## src/rtl/reg_pipe_elastic_pkg.sv

```systemverilog
// reg_pipe_elastic_pkg: shared defaults, count-width helper and transfer encoding
package reg_pipe_elastic_pkg;
  localparam int DEF_WIDTH = 8;
  localparam int DEF_DEPTH = 4;
  typedef enum logic [1:0] {XFER_NONE, XFER_IN, XFER_OUT, XFER_BOTH} xfer_e;
  function automatic int cnt_w(input int depth);
    return $clog2(depth + 1);
  endfunction
endpackage

```

## src/rtl/reg_pipe_elastic_if.sv

```systemverilog
// reg_pipe_elastic_if: valid/ready data stream
interface reg_pipe_elastic_if #(parameter int WIDTH = 8);
  logic [WIDTH-1:0] data;
  logic             valid;
  logic             ready;
  modport master (output data, valid, input ready);
  modport slave (input data, valid, output ready);
endinterface

```

## src/rtl/reg_pipe_elastic_stage.sv

```systemverilog
// reg_pipe_elastic_stage: one pipeline slot; flush beats load beats clear, empty slots keep their data
module reg_pipe_elastic_stage #(
  parameter int               WIDTH = 8,
  parameter logic [WIDTH-1:0] INIT  = '0
) (
  input  logic             clk,
  input  logic             rst_n,
  input  logic             i_load,
  input  logic             i_clear,
  input  logic             i_flush,
  input  logic [WIDTH-1:0] i_d,
  output logic             o_v,
  output logic [WIDTH-1:0] o_d
);
  logic             r_v;
  logic [WIDTH-1:0] r_d;
  always_ff @(posedge clk or negedge rst_n)
    if (!rst_n) begin
      r_v <= 1'b0;
      r_d <= INIT;
    end else if (i_flush) begin
      r_v <= 1'b0;
      r_d <= INIT;
    end else if (i_load) begin
      r_v <= 1'b1;
      r_d <= i_d;
    end else if (i_clear) begin
      r_v <= 1'b0;
    end
  assign o_v = r_v;
  assign o_d = r_d;
endmodule

```

## src/rtl/reg_pipe_elastic.sv

```systemverilog
// reg_pipe_elastic: DEPTH-stage elastic register pipeline with bubble collapsing, CE, flush and occupancy count
module reg_pipe_elastic
  import reg_pipe_elastic_pkg::*;
#(
  parameter int               WIDTH = DEF_WIDTH,
  parameter int               DEPTH = DEF_DEPTH,
  parameter logic [WIDTH-1:0] INIT  = '0,
  localparam int              CW    = cnt_w(DEPTH)
) (
  input  logic                  clk,
  input  logic                  rst_n,
  input  logic                  i_ce,
  input  logic                  i_clr,
  reg_pipe_elastic_if.slave     i_s,
  reg_pipe_elastic_if.master    o_m,
  output logic [CW-1:0]         o_count
);
  logic             w_en;
  logic             w_in;
  logic             w_out;
  logic [DEPTH-1:0] w_v;
  logic [DEPTH-1:0] w_adv;
  logic [DEPTH-1:0] w_load;
  logic [WIDTH-1:0] w_d   [DEPTH];
  logic [WIDTH-1:0] w_src [DEPTH];
  logic [CW-1:0]    r_count;
  xfer_e            w_xfer;
  assign w_en = i_ce & ~i_clr;
  // advance resolves from the output end so a draining stage frees its predecessor in the same cycle
  always_comb begin
    w_adv = '0;
    w_adv[DEPTH-1] = w_v[DEPTH-1] & o_m.ready & w_en;
    for (int k = DEPTH - 2; k >= 0; k--) w_adv[k] = w_v[k] & (~w_v[k+1] | w_adv[k+1]) & w_en;
  end
  assign i_s.ready = w_en & (~w_v[0] | w_adv[0]);
  assign w_in      = i_s.valid & i_s.ready;
  assign w_out     = w_adv[DEPTH-1];
  assign o_m.data  = w_d[DEPTH-1];
  assign o_m.valid = w_v[DEPTH-1] & w_en;
  for (genvar g = 0; g < DEPTH; g++) begin : g_stage
    if (g == 0) begin : g_head
      assign w_load[g] = w_in;
      assign w_src[g]  = i_s.data;
    end else begin : g_body
      assign w_load[g] = w_adv[g-1];
      assign w_src[g]  = w_d[g-1];
    end
    reg_pipe_elastic_stage #(.WIDTH(WIDTH), .INIT(INIT)) u_stage (
      .clk     (clk),
      .rst_n   (rst_n),
      .i_load  (w_load[g]),
      .i_clear (w_adv[g]),
      .i_flush (i_clr),
      .i_d     (w_src[g]),
      .o_v     (w_v[g]),
      .o_d     (w_d[g])
    );
  end
  assign w_xfer = xfer_e'({w_out, w_in});
  always_ff @(posedge clk or negedge rst_n)
    if (!rst_n) r_count <= '0;
    else if (i_clr) r_count <= '0;
    else r_count <= w_xfer == XFER_IN ? r_count + CW'(1) : w_xfer == XFER_OUT ? r_count - CW'(1) : r_count;
  assign o_count = r_count;
endmodule

```

## src/flat_wrapper.sv

```systemverilog
// flat-port wrapper written by rule: the top's interface ports become plain ports
module reg_pipe_elastic_flat import reg_pipe_elastic_pkg::*;
#(
  parameter int               WIDTH = DEF_WIDTH,
  parameter int               DEPTH = DEF_DEPTH,
  parameter logic [WIDTH-1:0] INIT  = '0,
  localparam int              CW    = cnt_w(DEPTH)
)
  (clk, rst_n, i_ce, i_clr, o_count, i_s_data, i_s_valid, i_s_ready, o_m_data, o_m_valid, o_m_ready);
  reg_pipe_elastic_if #(.WIDTH(WIDTH)) i_s_i ();
  reg_pipe_elastic_if #(.WIDTH(WIDTH)) o_m_i ();
  input  logic clk;
  input  logic rst_n;
  input  logic i_ce;
  input  logic i_clr;
  output logic [CW-1:0] o_count;
  input wire logic [$bits(i_s_i.data)-1:0] i_s_data;
  input wire logic [$bits(i_s_i.valid)-1:0] i_s_valid;
  output wire logic [$bits(i_s_i.ready)-1:0] i_s_ready;
  output wire logic [$bits(o_m_i.data)-1:0] o_m_data;
  output wire logic [$bits(o_m_i.valid)-1:0] o_m_valid;
  input wire logic [$bits(o_m_i.ready)-1:0] o_m_ready;
  assign i_s_i.data = i_s_data;
  assign i_s_i.valid = i_s_valid;
  assign i_s_ready = i_s_i.ready;
  assign o_m_data = o_m_i.data;
  assign o_m_valid = o_m_i.valid;
  assign o_m_i.ready = o_m_ready;
  reg_pipe_elastic #(.WIDTH(WIDTH), .DEPTH(DEPTH), .INIT(INIT)) u_core (.clk(clk), .rst_n(rst_n), .i_ce(i_ce), .i_clr(i_clr), .i_s(i_s_i), .o_m(o_m_i), .o_count(o_count));
endmodule
```

## config.mk

```make
export PLATFORM = sky130hd
export DESIGN_NAME = reg_pipe_elastic_flat
export DESIGN_NICKNAME = d
export VERILOG_FILES = /design/src/rtl/reg_pipe_elastic_pkg.sv /design/src/rtl/reg_pipe_elastic_if.sv /design/src/rtl/reg_pipe_elastic_stage.sv /design/src/rtl/reg_pipe_elastic.sv /design/src/flat_wrapper.sv
export SDC_FILE = /design/constraint.sdc
export NUM_CORES = 1
export LEC_CHECK = 0
export CORE_UTILIZATION = 29
export CTS_CLUSTER_DIAMETER = 100
export DETAILED_ROUTE_END_ITERATION = 12
export SLEW_MARGIN = 25
export SYNTH_ARGS = -nofsm -noshare
export SYNTH_HDL_FRONTEND = slang
export SYNTH_HIERARCHICAL = 1
export SYNTH_SLANG_ARGS = --single-unit
```

## constraint.sdc

```tcl
create_clock -name clk -period 2 [get_ports clk]
set_input_delay 0.2 -clock clk [delete_from_list [all_inputs] [get_ports clk]]
set_output_delay 0.2 -clock clk [all_outputs]
set_load 0.005 [all_outputs]
```

==> results of run 1 <==
[tightest hold or removal path, delay by kind of cell]
kind,cells,cell delay (ns)
buffers and inverters,3,1.03
[layer usage]
| layer | global-route usage [%] | wire length, um | part of all wire [%] | vias to the layer above |
|---|---|---|---|---|
| li1 | - | - | - | 621 |
| met1 | 13.8 | 1600 | 46 | 593 |
| met2 | 18.4 | 1660 | 48 | 19 |
| met3 | 3.41 | 124 | 3.6 | 7 |
| met4 | 5.36 | 59 | 1.7 | 0 |
| met5 | 0 | 0 | 0 | - |
[stage by stage]
step | worst slack (ns) | cells | hold WS [ns] | instance area, um^2
after detailed placement | -0.124 | 271 | 0.300 | 2180
after global placement | -0.0699 | 271 | 0.288 | 2180
after CTS | 0.0460 | 278 | 0.513 | 2260
after floorplan | 0.120 | 162 | -0.0956 | 1780
after global routing | 0.00925 | 279 | 0.531 | 2280
final | 0.0671 | 279 | 0.497 | 2280
[state kept, by name (all words and copies together) (netlist names)]
name and cells:
u_core/g_stage.u_stage/o_v 4, u_core/o_count 3, u_core/g_stage.u_stage/o_d 32
[repair_timing]
item	CTS	global route
endpoints found under the setup margin	0	1
resized for setup	0	3
hold buffers	1	0
hold endpoints to repair	39	0
buffers inserted	0	1
[cell families (layout without fill, tap and decap cells)]
kind of cell	count (synthesis)	count (layout)	share of synthesized area [%]
AOI/OAI and AO/OA	15	15	5.28
adders and majority gates	1	1	1.13
buffers and inverters	17	59	5.56
DFF	39	39	54.9
muxes	33	33	18.6
and+or+nand+nor	57	57	14.5
[area by class of cell]
cell class                 instances  area (um^2)  share of cell area, %
inverter                           9         33.8                   1.48
multi-input combinational        106          716                   31.3
clock buffer                       6         72.6                   3.18
sequential                        39          976                   42.7
tap                               75         93.8                   4.11
timing repair buffer              44          393                   17.2
[power breakdown]
group | leakage (nW) | switching (mW) | internal [mW] | total [mW]
Combinational | 0.399 | 0.0684 | 0.0732 | 0.142
Sequential | 0.541 | 0.00806 | 0.801 | 0.809
Clock | 0.0371 | 0.241 | 0.232 | 0.473
Total | 0.976 | 0.318 | 1.11 | 1.42
[path summary, 6_finish.rpt]
path	start	to	slack (ns)	cells past startpoint
worst min register to register	u_core/g_stage[2].u_stage/o_d[2]$_DFFE_PN0P_	u_core/g_stage[2].u_stage/o_d[2]$_DFFE_PN0P_	0.53	2
min in group clk	i_s_data[6]	u_core/g_stage[0].u_stage/o_d[6]$_DFFE_PN0P_	0.52	3
max in group asynchronous	rst_n	u_core/g_stage[2].u_stage/o_d[2]$_DFFE_PN0P_	1.15	3
worst max register to register	u_core/g_stage[2].u_stage/o_v$_DFFE_PN0P_	u_core/o_count[2]$_DFFE_PN0P_	0.10	8
worst max-delay path	u_core/g_stage[2].u_stage/o_v$_DFFE_PN0P_	i_s_ready	0.07	6
worst min-delay path	rst_n	u_core/o_count[0]$_DFFE_PN0P_	0.50	3
[cells in the final DEF, fill, tap and decap left out, drive strengths merged, types with 2 or more instances in the layout]
cell           netlist  layout
nand2b               6       6
mux2i               32      32
a31oi                2       2
a21oi                7       7
nor2b                2       2
nand2                4       4
clkdlybuf4s50        0      25
nor2                38      38
buf                  4      18
and3                 3       3
o21ai                3       3
nor3                 2       2
clkbuf               4       6
dfrtp               39      39
inv                  9       9
==> metrics.txt, run 1 <==
# TYPE chip_impl_metric gauge
chip_impl_metric{name="synth.avg_cell_area",unit="um^2"} 11.0
chip_impl_metric{name="clkLatencyLatePin",unit="ns"} 0.28
chip_impl_info{name="synthMostInstantiatedCell",value="dfrtp_1"} 1
chip_impl_info{name="worstHoldPathType",value="in -> async"} 1
chip_impl_metric{name="wire_per_inst",unit="um"} 12.3
chip_impl_metric{name="clock.fmax",unit="GHz"} 0.517
chip_impl_info{name="netlist_top_cells_count",value="dfrtp_1, nor2_1, mux2i_1"} 1
chip_impl_metric{name="slew_violations",unit=""} 0
chip_impl_metric{name="finalHoldViolCount",unit=""} 0
chip_impl_info{name="worst_path_most_repeated_cell",value="buf_4"} 1
chip_impl_metric{name="drt_pass1_iterations",unit=""} 4
chip_impl_metric{name="detail_route.iter0.violations",unit=""} 54
chip_impl_metric{name="critical_path_peak_fanout",unit=""} 4
chip_impl_metric{name="synth_cells",unit=""} 162
chip_impl_metric{name="cts_sinks",unit=""} 39
chip_impl_metric{name="number_of_inserted_filler_cells_in_the_final_layout",unit=""} 607
chip_impl_metric{name="yosysWarningCount",unit=""} 6
chip_impl_metric{name="worst-path-buf-inv",unit=""} 3
chip_impl_metric{name="tns",unit="ns"} 0
chip_impl_metric{name="postSynthRegisterBits",unit=""} 39
chip_impl_metric{name="dp_hpwl",unit="um"} 2320
chip_impl_info{name="result_of_the_run",value="finished, final reports clean"} 1
chip_impl_metric{name="drv.max_cap_violation_count",unit=""} 0
chip_impl_metric{name="clk_pin_slew_worst_paths",unit="ns"} 0.07
chip_impl_metric{name="synth_fp_nets",unit=""} 177
chip_impl_info{name="synth.area.top_cells",value="dfrtp_1, mux2i_1, nor2_1"} 1
chip_impl_metric{name="number_of_synthesized_flops_with_an_enable_pin",unit=""} 0
chip_impl_metric{name="finalPower",unit="mW"} 1.42
chip_impl_metric{name="synthesis.area",unit="um^2"} 1780
chip_impl_metric{name="globalRouteOverflowTotal",unit=""} 0
chip_impl_metric{name="route.vias.total",unit=""} 1240
chip_impl_metric{name="static-leakage-power",unit="nW"} 0.976
chip_impl_metric{name="viasPerCell",unit=""} 4.44
chip_impl_metric{name="placementRows",unit=""} 28
chip_impl_metric{name="worst_ep_arrival_time",unit="ns"} 1.73
chip_impl_metric{name="vdd.ir_drop.worst",unit="mV"} 0.315
chip_impl_metric{name="clock_skew",unit="ns"} 0.00606
chip_impl_metric{name="overall_die_width",unit="um"} 80.3
chip_impl_metric{name="global_route_wire_length_before_repair",unit="um"} 5500
chip_impl_info{name="crit_type",value="reg -> out"} 1
chip_impl_metric{name="first_global_vias",unit=""} 1193
chip_impl_info{name="tritoncts_clock_tree",value="yes"} 1
chip_impl_info{name="synthDominantAreaCellType",value="dfrtp_1"} 1
chip_impl_metric{name="area_delta_synth_final",unit="%"} 28.5
chip_impl_metric{name="relSlewSlack",unit="%"} 67.3
chip_impl_metric{name="fin_crit_sh",unit="%"} 96.6
chip_impl_metric{name="power.density",unit="nW/um^2"} 623
chip_impl_metric{name="num_io_pins",unit=""} 27
chip_impl_info{name="synth-main-ff-cell",value="dfrtp_1"} 1
chip_impl_info{name="rsz0062_at_grt",value="no"} 1
chip_impl_metric{name="cts_htree_levels",unit=""} 2
chip_impl_metric{name="cts-buffers-inserted",unit=""} 5
chip_impl_metric{name="finalSetupViolations",unit=""} 0
chip_impl_info{name="endpoint_kind",value="output pin"} 1
chip_impl_metric{name="postRouteAntennaNets",unit=""} 0
chip_impl_metric{name="grt_max_degree",unit=""} 41
chip_impl_metric{name="synthArstFlopShare",unit="%"} 100
chip_impl_info{name="timing.critical_path.from_type",value="flip-flop"} 1
chip_impl_metric{name="grt_antenna_before_repair",unit=""} 0
chip_impl_metric{name="synth_sequential_area_ratio",unit="%"} 54.9
chip_impl_metric{name="io_buffer_count",unit=""} 26
chip_impl_metric{name="floorplan.die.height",unit="um"} 80.3
chip_impl_metric{name="totalWireLength",unit="um"} 3440
chip_impl_metric{name="antenna_cells_inserted",unit=""} 0
chip_impl_info{name="cts.root.buffer_cell",value="clkbuf_8"} 1
chip_impl_info{name="crit_chain",value="buf_4 -> buf_4 -> nand2_1 -> nor2_1 -> a31oi_1 -> clkdlybuf4s50_1"} 1
chip_impl_metric{name="floorplan.initialDensity",unit="%"} 30.0
chip_impl_metric{name="clk_path_buf_depth",unit=""} 2
chip_impl_metric{name="final_period_minus_worst_setup_slack",unit="ns"} 1.93
chip_impl_metric{name="coreArea",unit="um^2"} 5920
chip_impl_metric{name="die_area",unit="um^2"} 6450
chip_impl_metric{name="post-synth-top-area-fraction",unit="%"} 54.9
chip_impl_metric{name="share_of_cells_above_drive_strength_1",unit="%"} 13.2
chip_impl_metric{name="grt_use_total",unit="%"} 11.4
chip_impl_metric{name="place.gp.congestion",unit=""} 0.718
chip_impl_metric{name="tightestPinTransition",unit="ns"} 0.490
chip_impl_metric{name="worstPathRequired",unit="ns"} 1.80
chip_impl_info{name="path_delay_family",value="buffers and inverters"} 1
chip_impl_metric{name="fin_nets",unit=""} 220
chip_impl_info{name="timing.critical_path.slowest_stage_cell",value="clkdlybuf4s50_1"} 1
chip_impl_metric{name="fin_util",unit="%"} 38.6
chip_impl_metric{name="post_synth_num_cell_types",unit=""} 23
chip_impl_metric{name="drc",unit=""} 0
chip_impl_metric{name="max_stage_delay",unit="ns"} 0.51
Power figures use the tool's default switching activity.
==> run 2: changes to the inputs <==
PLACE_DENSITY_LB_ADDON = 0.08   (was not set)
TNS_END_PERCENT = 30   (was not set)
==> run 2 against run 1 <==
  * Clock-buffer cell count unchanged
  * Core utilization fell by 0.42 points
  * Final area down 1.1%
  * Sequential cell count unchanged
  * Critical endpoint is now u_core/o_count[2]$_DFFE_PN0P_
  * Clock skew is 0.0014 ns lower
  * Register-to-register slack got worse by 0.02 ns
  * Sequential power about the same
  * Die area did not move
  * Clock power about the same
==> metrics.txt, run 2 (synthesized netlist as in run 1, its figures left out) <==
# TYPE chip_impl_metric gauge
chip_impl_info{name="result_of_the_run",value="finished, final reports clean"} 1
chip_impl_metric{name="cts_htree_levels",unit=""} 2
chip_impl_metric{name="num_io_pins",unit=""} 27
chip_impl_info{name="crit_type",value="reg -> reg"} 1
chip_impl_metric{name="placementRows",unit=""} 28
chip_impl_metric{name="global_route_wire_length_before_repair",unit="um"} 5970
chip_impl_metric{name="clock_skew",unit="ns"} 0.00467
chip_impl_metric{name="dp_hpwl",unit="um"} 2450
chip_impl_info{name="timing.critical_path.from_type",value="flip-flop"} 1
chip_impl_metric{name="postRouteAntennaNets",unit=""} 0
chip_impl_metric{name="worst_ep_arrival_time",unit="ns"} 2.08
chip_impl_metric{name="antenna_cells_inserted",unit=""} 0
chip_impl_metric{name="worst-r2r-cell-count",unit=""} 8
chip_impl_metric{name="die_area",unit="um^2"} 6450
chip_impl_metric{name="worstPathRequired",unit="ns"} 2.16
chip_impl_metric{name="cts_sinks",unit=""} 39
chip_impl_metric{name="grt_max_degree",unit=""} 41
chip_impl_metric{name="slew_violations",unit=""} 0
chip_impl_info{name="layout_commonest_cell",value="dfrtp_1"} 1
chip_impl_metric{name="clkLatencyLatePin",unit="ns"} 0.28
chip_impl_metric{name="detail_route.iter0.violations",unit=""} 42
chip_impl_metric{name="critical_path_peak_fanout",unit=""} 3
chip_impl_metric{name="share_of_cells_above_drive_strength_1",unit="%"} 11.9
chip_impl_metric{name="area_delta_synth_final",unit="%"} 27.1
chip_impl_metric{name="globalRouteOverflowTotal",unit=""} 0
chip_impl_metric{name="drt_pass1_iterations",unit=""} 4
chip_impl_metric{name="drv.max_cap_violation_count",unit=""} 0
chip_impl_metric{name="clock.fmax",unit="GHz"} 0.522
chip_impl_metric{name="drc",unit=""} 0
chip_impl_metric{name="post-place-ws",unit="ns"} -0.125
chip_impl_metric{name="grt_use_total",unit="%"} 12.5
chip_impl_metric{name="fin_crit_sh",unit="%"} 95.8
chip_impl_metric{name="floorplan.initialDensity",unit="%"} 30.0
chip_impl_info{name="worstHoldPathType",value="in -> async"} 1
chip_impl_metric{name="floorplan.die.height",unit="um"} 80.3
chip_impl_metric{name="vdd.ir_drop.worst",unit="mV"} 0.299
chip_impl_metric{name="clk_pin_slew_worst_paths",unit="ns"} 0.07
chip_impl_info{name="tritoncts_clock_tree",value="yes"} 1
chip_impl_metric{name="cts-buffers-inserted",unit=""} 5
chip_impl_metric{name="tns",unit="ns"} 0
chip_impl_metric{name="final_period_minus_worst_setup_slack",unit="ns"} 1.92
chip_impl_metric{name="finalHoldViolCount",unit=""} 0
chip_impl_metric{name="grt_antenna_before_repair",unit=""} 0
chip_impl_metric{name="wire_per_inst",unit="um"} 12.5
chip_impl_metric{name="io_buffer_count",unit=""} 26
chip_impl_metric{name="finalPower",unit="mW"} 1.42
chip_impl_info{name="endpoint_kind",value="flip-flop"} 1
chip_impl_metric{name="clk_path_buf_depth",unit=""} 2
chip_impl_metric{name="hold-worst-slack",unit="ns"} 0.497
chip_impl_metric{name="largest_register_ff_count",unit=""} 32
chip_impl_metric{name="route.vias.total",unit=""} 1241
chip_impl_metric{name="viasPerCell",unit=""} 4.48
chip_impl_metric{name="postLayoutSetupSlackWorst",unit="ns"} 0.0840
chip_impl_metric{name="first_global_vias",unit=""} 1287
chip_impl_metric{name="power.density",unit="nW/um^2"} 627
chip_impl_metric{name="relSlewSlack",unit="%"} 67.2
chip_impl_metric{name="place.gp.congestion",unit=""} 0.734
chip_impl_metric{name="tightestPinTransition",unit="ns"} 0.492
chip_impl_metric{name="coreArea",unit="um^2"} 5920
chip_impl_metric{name="totalWireLength",unit="um"} 3460
chip_impl_info{name="cts.root.buffer_cell",value="clkbuf_8"} 1
chip_impl_metric{name="cts_setup_buffers",unit=""} 0
chip_impl_metric{name="finalSetupViolations",unit=""} 0
chip_impl_metric{name="fin_nets",unit=""} 218
chip_impl_metric{name="static-leakage-power",unit="nW"} 0.957
chip_impl_metric{name="fin_util",unit="%"} 38.2
chip_impl_metric{name="overall_die_width",unit="um"} 80.3
chip_impl_metric{name="number_of_inserted_filler_cells_in_the_final_layout",unit=""} 586
chip_impl_info{name="rsz0062_at_grt",value="no"} 1
chip_impl_info{name="layout.cells.most_common_list",value="dfrtp_1, nor2_1, mux2i_1"} 1
[run 2: path summary, 6_finish.rpt]
check	to	from	slack [ns]
max in group asynchronous	u_core/g_stage[0].u_stage/o_d[5]$_DFFE_PN0P_	rst_n	1.16
worst min register to register	u_core/g_stage[3].u_stage/o_d[5]$_DFFE_PN0P_	u_core/g_stage[3].u_stage/o_d[5]$_DFFE_PN0P_	0.52
min in group clk	u_core/g_stage[3].u_stage/o_d[5]$_DFFE_PN0P_	u_core/g_stage[3].u_stage/o_d[5]$_DFFE_PN0P_	0.52
worst min-delay path	u_core/g_stage[3].u_stage/o_d[0]$_DFFE_PN0P_	rst_n	0.50
worst max-delay path	u_core/o_count[2]$_DFFE_PN0P_	u_core/g_stage[2].u_stage/o_v$_DFFE_PN0P_	0.08
worst max register to register	u_core/o_count[2]$_DFFE_PN0P_	u_core/g_stage[2].u_stage/o_v$_DFFE_PN0P_	0.08
[run 2: layer usage]
metal | vias up | global-route usage, % | part of all wire [%]
li1 | 620 | - | -
met1 | 600 | 14.4 | 45
met2 | 19 | 22.0 | 51
met3 | 2 | 3.41 | 3.3
met4 | 0 | 4.82 | 0.75
met5 | - | 0 | 0
[run 2: worst max-delay path, cell delays in order (launching register included)]
cell      delay, ns
dfrtp_1        0.36
and3_4         0.21
o21a_1         0.12
nor2_1         0.05
fa_1           0.37
nand2b_1       0.17
o21ai_0        0.15
o21ai_1        0.08
mux2_1         0.30
[run 2: where the power goes]
group | switching (mW) | total (mW) | internal, mW
Clock | 0.240 | 0.472 | 0.232
Sequential | 0.00840 | 0.809 | 0.801
Combinational | 0.0665 | 0.136 | 0.0693
Total | 0.315 | 1.42 | 1.10
[run 2: metrics by stage]
| step | cells | area (um^2) |
|---|---|---|
| after floorplan | 162 | 1780 |
| after global placement | 270 | 2170 |
| after detailed placement | 270 | 2170 |
| after CTS | 277 | 2260 |
| after global routing | 277 | 2260 |
| final | 277 | 2260 |
[run 2: timing repair]
item                                   in CTS  in global routing
setup endpoints to repair                   0                  1
hold buffers                                1                  0
resized for setup                           0                  1
endpoints found under the hold margin      39                  0
[run 2: cell type report]
| type | count | area, um^2 | area share [%] |
|---|---|---|---|
| tap | 75 | 93.8 | 4.15 |
| inverter | 9 | 33.8 | 1.50 |
| multi-input combinational | 106 | 706 | 31.2 |
| timing repair buffer | 42 | 378 | 16.7 |
| clock buffer | 6 | 72.6 | 3.21 |
| sequential | 39 | 976 | 43.2 |
==> run 3: changes to the inputs <==
CTS_BUF_LIST = sky130_fd_sc_hd__clkbuf_8   (was not set)
TNS_END_PERCENT = 10   (was 30)
==> run 3 against run 2 <==
  * Core utilization stayed put
  * Clock-buffer cell count fell by 1
  * Critical path depth unchanged
  * Register-to-register slack hardly changed
  * Via count fell by 0.24%
  * Final area unchanged
  * Die area stayed put
  * Sequential share of layout area stayed put
  * Worst hold slack barely moved
  * Critical path type unchanged
  * Critical endpoint unchanged
  * Largest power group unchanged
  * Highest routed layer unchanged
==> metrics.txt, run 3 (synthesized netlist as in run 1, its figures left out) <==
# TYPE chip_impl_metric gauge
chip_impl_info{name="timing.critical_path.from_type",value="flip-flop"} 1
chip_impl_metric{name="wire_per_inst",unit="um"} 12.5
chip_impl_metric{name="area_delta_synth_final",unit="%"} 27.1
chip_impl_metric{name="globalRouteOverflowTotal",unit=""} 0
chip_impl_metric{name="die_area",unit="um^2"} 6450
chip_impl_metric{name="clock_skew",unit="ns"} 0.00457
chip_impl_metric{name="place.gp.congestion",unit=""} 0.734
chip_impl_metric{name="layout.cell_area.non_filler",unit="um^2"} 2260
chip_impl_metric{name="num_io_pins",unit=""} 27
chip_impl_metric{name="final-instance-count-excl-fill",unit=""} 277
chip_impl_metric{name="clkLatencyLatePin",unit="ns"} 0.28
chip_impl_metric{name="grt_antenna_before_repair",unit=""} 0
chip_impl_metric{name="number_of_inserted_filler_cells_in_the_final_layout",unit=""} 586
chip_impl_info{name="layout.cells.most_common_list",value="dfrtp_1, nor2_1, mux2i_1"} 1
chip_impl_metric{name="finalSetupViolations",unit=""} 0
chip_impl_metric{name="p_int",unit="mW"} 1.10
chip_impl_metric{name="drc",unit=""} 0
chip_impl_metric{name="share_of_cells_above_drive_strength_1",unit="%"} 11.9
chip_impl_metric{name="largest_register_ff_count",unit=""} 32
chip_impl_metric{name="static-leakage-power",unit="nW"} 0.962
chip_impl_metric{name="detail_route.iter0.violations",unit=""} 42
chip_impl_metric{name="p_sw_share",unit="%"} 22.3
chip_impl_metric{name="area_of_the_multi_input_gates",unit="um^2"} 706
chip_impl_metric{name="grt_use_total",unit="%"} 12.5
chip_impl_info{name="crit_type",value="reg -> reg"} 1
chip_impl_metric{name="drv.max_cap_violation_count",unit=""} 0
chip_impl_metric{name="floorplan.initialDensity",unit="%"} 30.0
chip_impl_info{name="worstHoldPathType",value="in -> async"} 1
chip_impl_metric{name="switching_power",unit="mW"} 0.315
chip_impl_metric{name="grt_max_degree",unit=""} 41
chip_impl_metric{name="coreArea",unit="um^2"} 5920
chip_impl_metric{name="finalPower",unit="mW"} 1.41
chip_impl_metric{name="ff_latch_area",unit="um^2"} 976
chip_impl_metric{name="comb_power_share",unit="%"} 9.6
chip_impl_metric{name="worstPathRequired",unit="ns"} 2.16
chip_impl_metric{name="floorplan.die.height",unit="um"} 80.3
chip_impl_metric{name="tightestPinTransition",unit="ns"} 0.492
chip_impl_metric{name="critical_path_peak_fanout",unit=""} 3
chip_impl_info{name="critical_path.startpoint",value="u_core/g_stage[2].u_stage/o_v$_DFFE_PN0P_"} 1
chip_impl_metric{name="io_buffer_count",unit=""} 26
chip_impl_info{name="layout_commonest_cell",value="dfrtp_1"} 1
chip_impl_metric{name="fin_nets",unit=""} 218
chip_impl_metric{name="sequentialPowerShare",unit="%"} 57.3
chip_impl_metric{name="slew_violations",unit=""} 0
chip_impl_metric{name="vdd.ir_drop.worst",unit="mV"} 0.293
chip_impl_metric{name="clk_pin_slew_worst_paths",unit="ns"} 0.07
chip_impl_metric{name="finalHoldViolCount",unit=""} 0
chip_impl_metric{name="power.density",unit="nW/um^2"} 625
chip_impl_info{name="tritoncts_clock_tree",value="yes"} 1
chip_impl_info{name="endpoint_kind",value="flip-flop"} 1
chip_impl_metric{name="antenna_cells_inserted",unit=""} 0
chip_impl_info{name="result_of_the_run",value="finished, final reports clean"} 1
chip_impl_metric{name="viasPerCell",unit=""} 4.47
chip_impl_info{name="cts.root.buffer_cell",value="clkbuf_8"} 1
chip_impl_metric{name="placementRows",unit=""} 28
chip_impl_info{name="rsz0062_at_grt",value="no"} 1
chip_impl_metric{name="dp_hpwl",unit="um"} 2450
chip_impl_info{name="r2r_start",value="u_core/g_stage[2].u_stage/o_v$_DFFE_PN0P_"} 1
chip_impl_metric{name="global_route_wire_length_before_repair",unit="um"} 5970
chip_impl_metric{name="fin_crit_sh",unit="%"} 95.8
chip_impl_metric{name="fin_util",unit="%"} 38.2
chip_impl_metric{name="dpl_cell_area",unit="um^2"} 2170
chip_impl_metric{name="worst_ep_arrival_time",unit="ns"} 2.08
chip_impl_metric{name="clk_path_buf_depth",unit=""} 2
chip_impl_metric{name="cts_sinks",unit=""} 39
chip_impl_metric{name="totalWireLength",unit="um"} 3450
chip_impl_metric{name="route.vias.total",unit=""} 1238
chip_impl_metric{name="relSlewSlack",unit="%"} 67.2
chip_impl_metric{name="drt_pass1_iterations",unit=""} 4
chip_impl_metric{name="final_period_minus_worst_setup_slack",unit="ns"} 1.92
chip_impl_metric{name="placed_cells_incl_taps",unit=""} 270
chip_impl_metric{name="clkPwrFrac",unit="%"} 33.1
chip_impl_metric{name="cts-buffers-inserted",unit=""} 5
chip_impl_metric{name="cts_setup_buffers",unit=""} 0
chip_impl_metric{name="postRouteAntennaNets",unit=""} 0
chip_impl_metric{name="clock.fmax",unit="GHz"} 0.522
chip_impl_metric{name="overall_die_width",unit="um"} 80.3
chip_impl_metric{name="first_global_vias",unit=""} 1287
chip_impl_metric{name="cts_htree_levels",unit=""} 2
[run 3: final timing paths]
kind | endpoint | slack, ns | depth (start not counted)
worst max-delay path | u_core/o_count[2]$_DFFE_PN0P_ | 0.08 | 8
worst min-delay path | u_core/g_stage[3].u_stage/o_d[0]$_DFFE_PN0P_ | 0.50 | 3
worst max register to register | u_core/o_count[2]$_DFFE_PN0P_ | 0.08 | 8
worst min register to register | u_core/g_stage[1].u_stage/o_d[7]$_DFFE_PN0P_ | 0.52 | 2
max in group asynchronous | u_core/g_stage[0].u_stage/o_d[5]$_DFFE_PN0P_ | 1.16 | 3
min in group clk | u_core/g_stage[1].u_stage/o_d[7]$_DFFE_PN0P_ | 0.52 | 2
[run 3: area by class of cell]
cell class	instances	area share (%)
Clock inverter	1	0.166
Timing Repair Buffer	42	16.7
Sequential cell	39	43.2
Tap cell	75	4.15
Multi-Input combinational cell	106	31.2
Clock buffer	5	3.05
Inverter	9	1.50
[run 3: layer usage]
layer | vias up | share of wire (%) | global-route usage [%]
li1 | 620 | - | -
met3 | 2 | 3.3 | 3.41
met4 | 0 | 0.75 | 4.82
met5 | - | 0 | 0
met2 | 19 | 51 | 22.0
met1 | 597 | 45 | 14.4
[run 3: power by group through the flow]
stage / Sequential [mW] / Clock (mW) / Combinational (mW)
CTS: 0.809 / 0.497 / 0.140
floorplan: 0.824 / 0 / 0.0563
finish: 0.809 / 0.467 / 0.136
global route: 0.810 / 0.532 / 0.153
global placement: 0.824 / 0 / 0.135
detailed placement: 0.825 / 0 / 0.137
[run 3: what timing repair did]
action | in CTS | in global routing
gates resized for setup | 0 | 1
setup endpoints to repair | 0 | 1
hold buffers | 1 | 0
hold endpoints to repair | 39 | 0
[run 3: critical path, stage by stage, from the launching register on]
cell	delay, ns
dfrtp_1	0.36
and3_4	0.21
o21a_1	0.12
nor2_1	0.05
fa_1	0.37
nand2b_1	0.17
o21ai_0	0.15
o21ai_1	0.08
mux2_1	0.30
[run 3: through the flow]
stage | TNS, ns | worst slack, ns | hold slack [ns]
finish | 0 | 0.0840 | 0.497
detailed placement | -0.125 | -0.125 | 0.287
CTS | 0 | 0.0700 | 0.516
global route | 0 | 0.00841 | 0.525
global placement | -0.0713 | -0.0713 | 0.281
floorplan | 0 | 0.120 | -0.0956
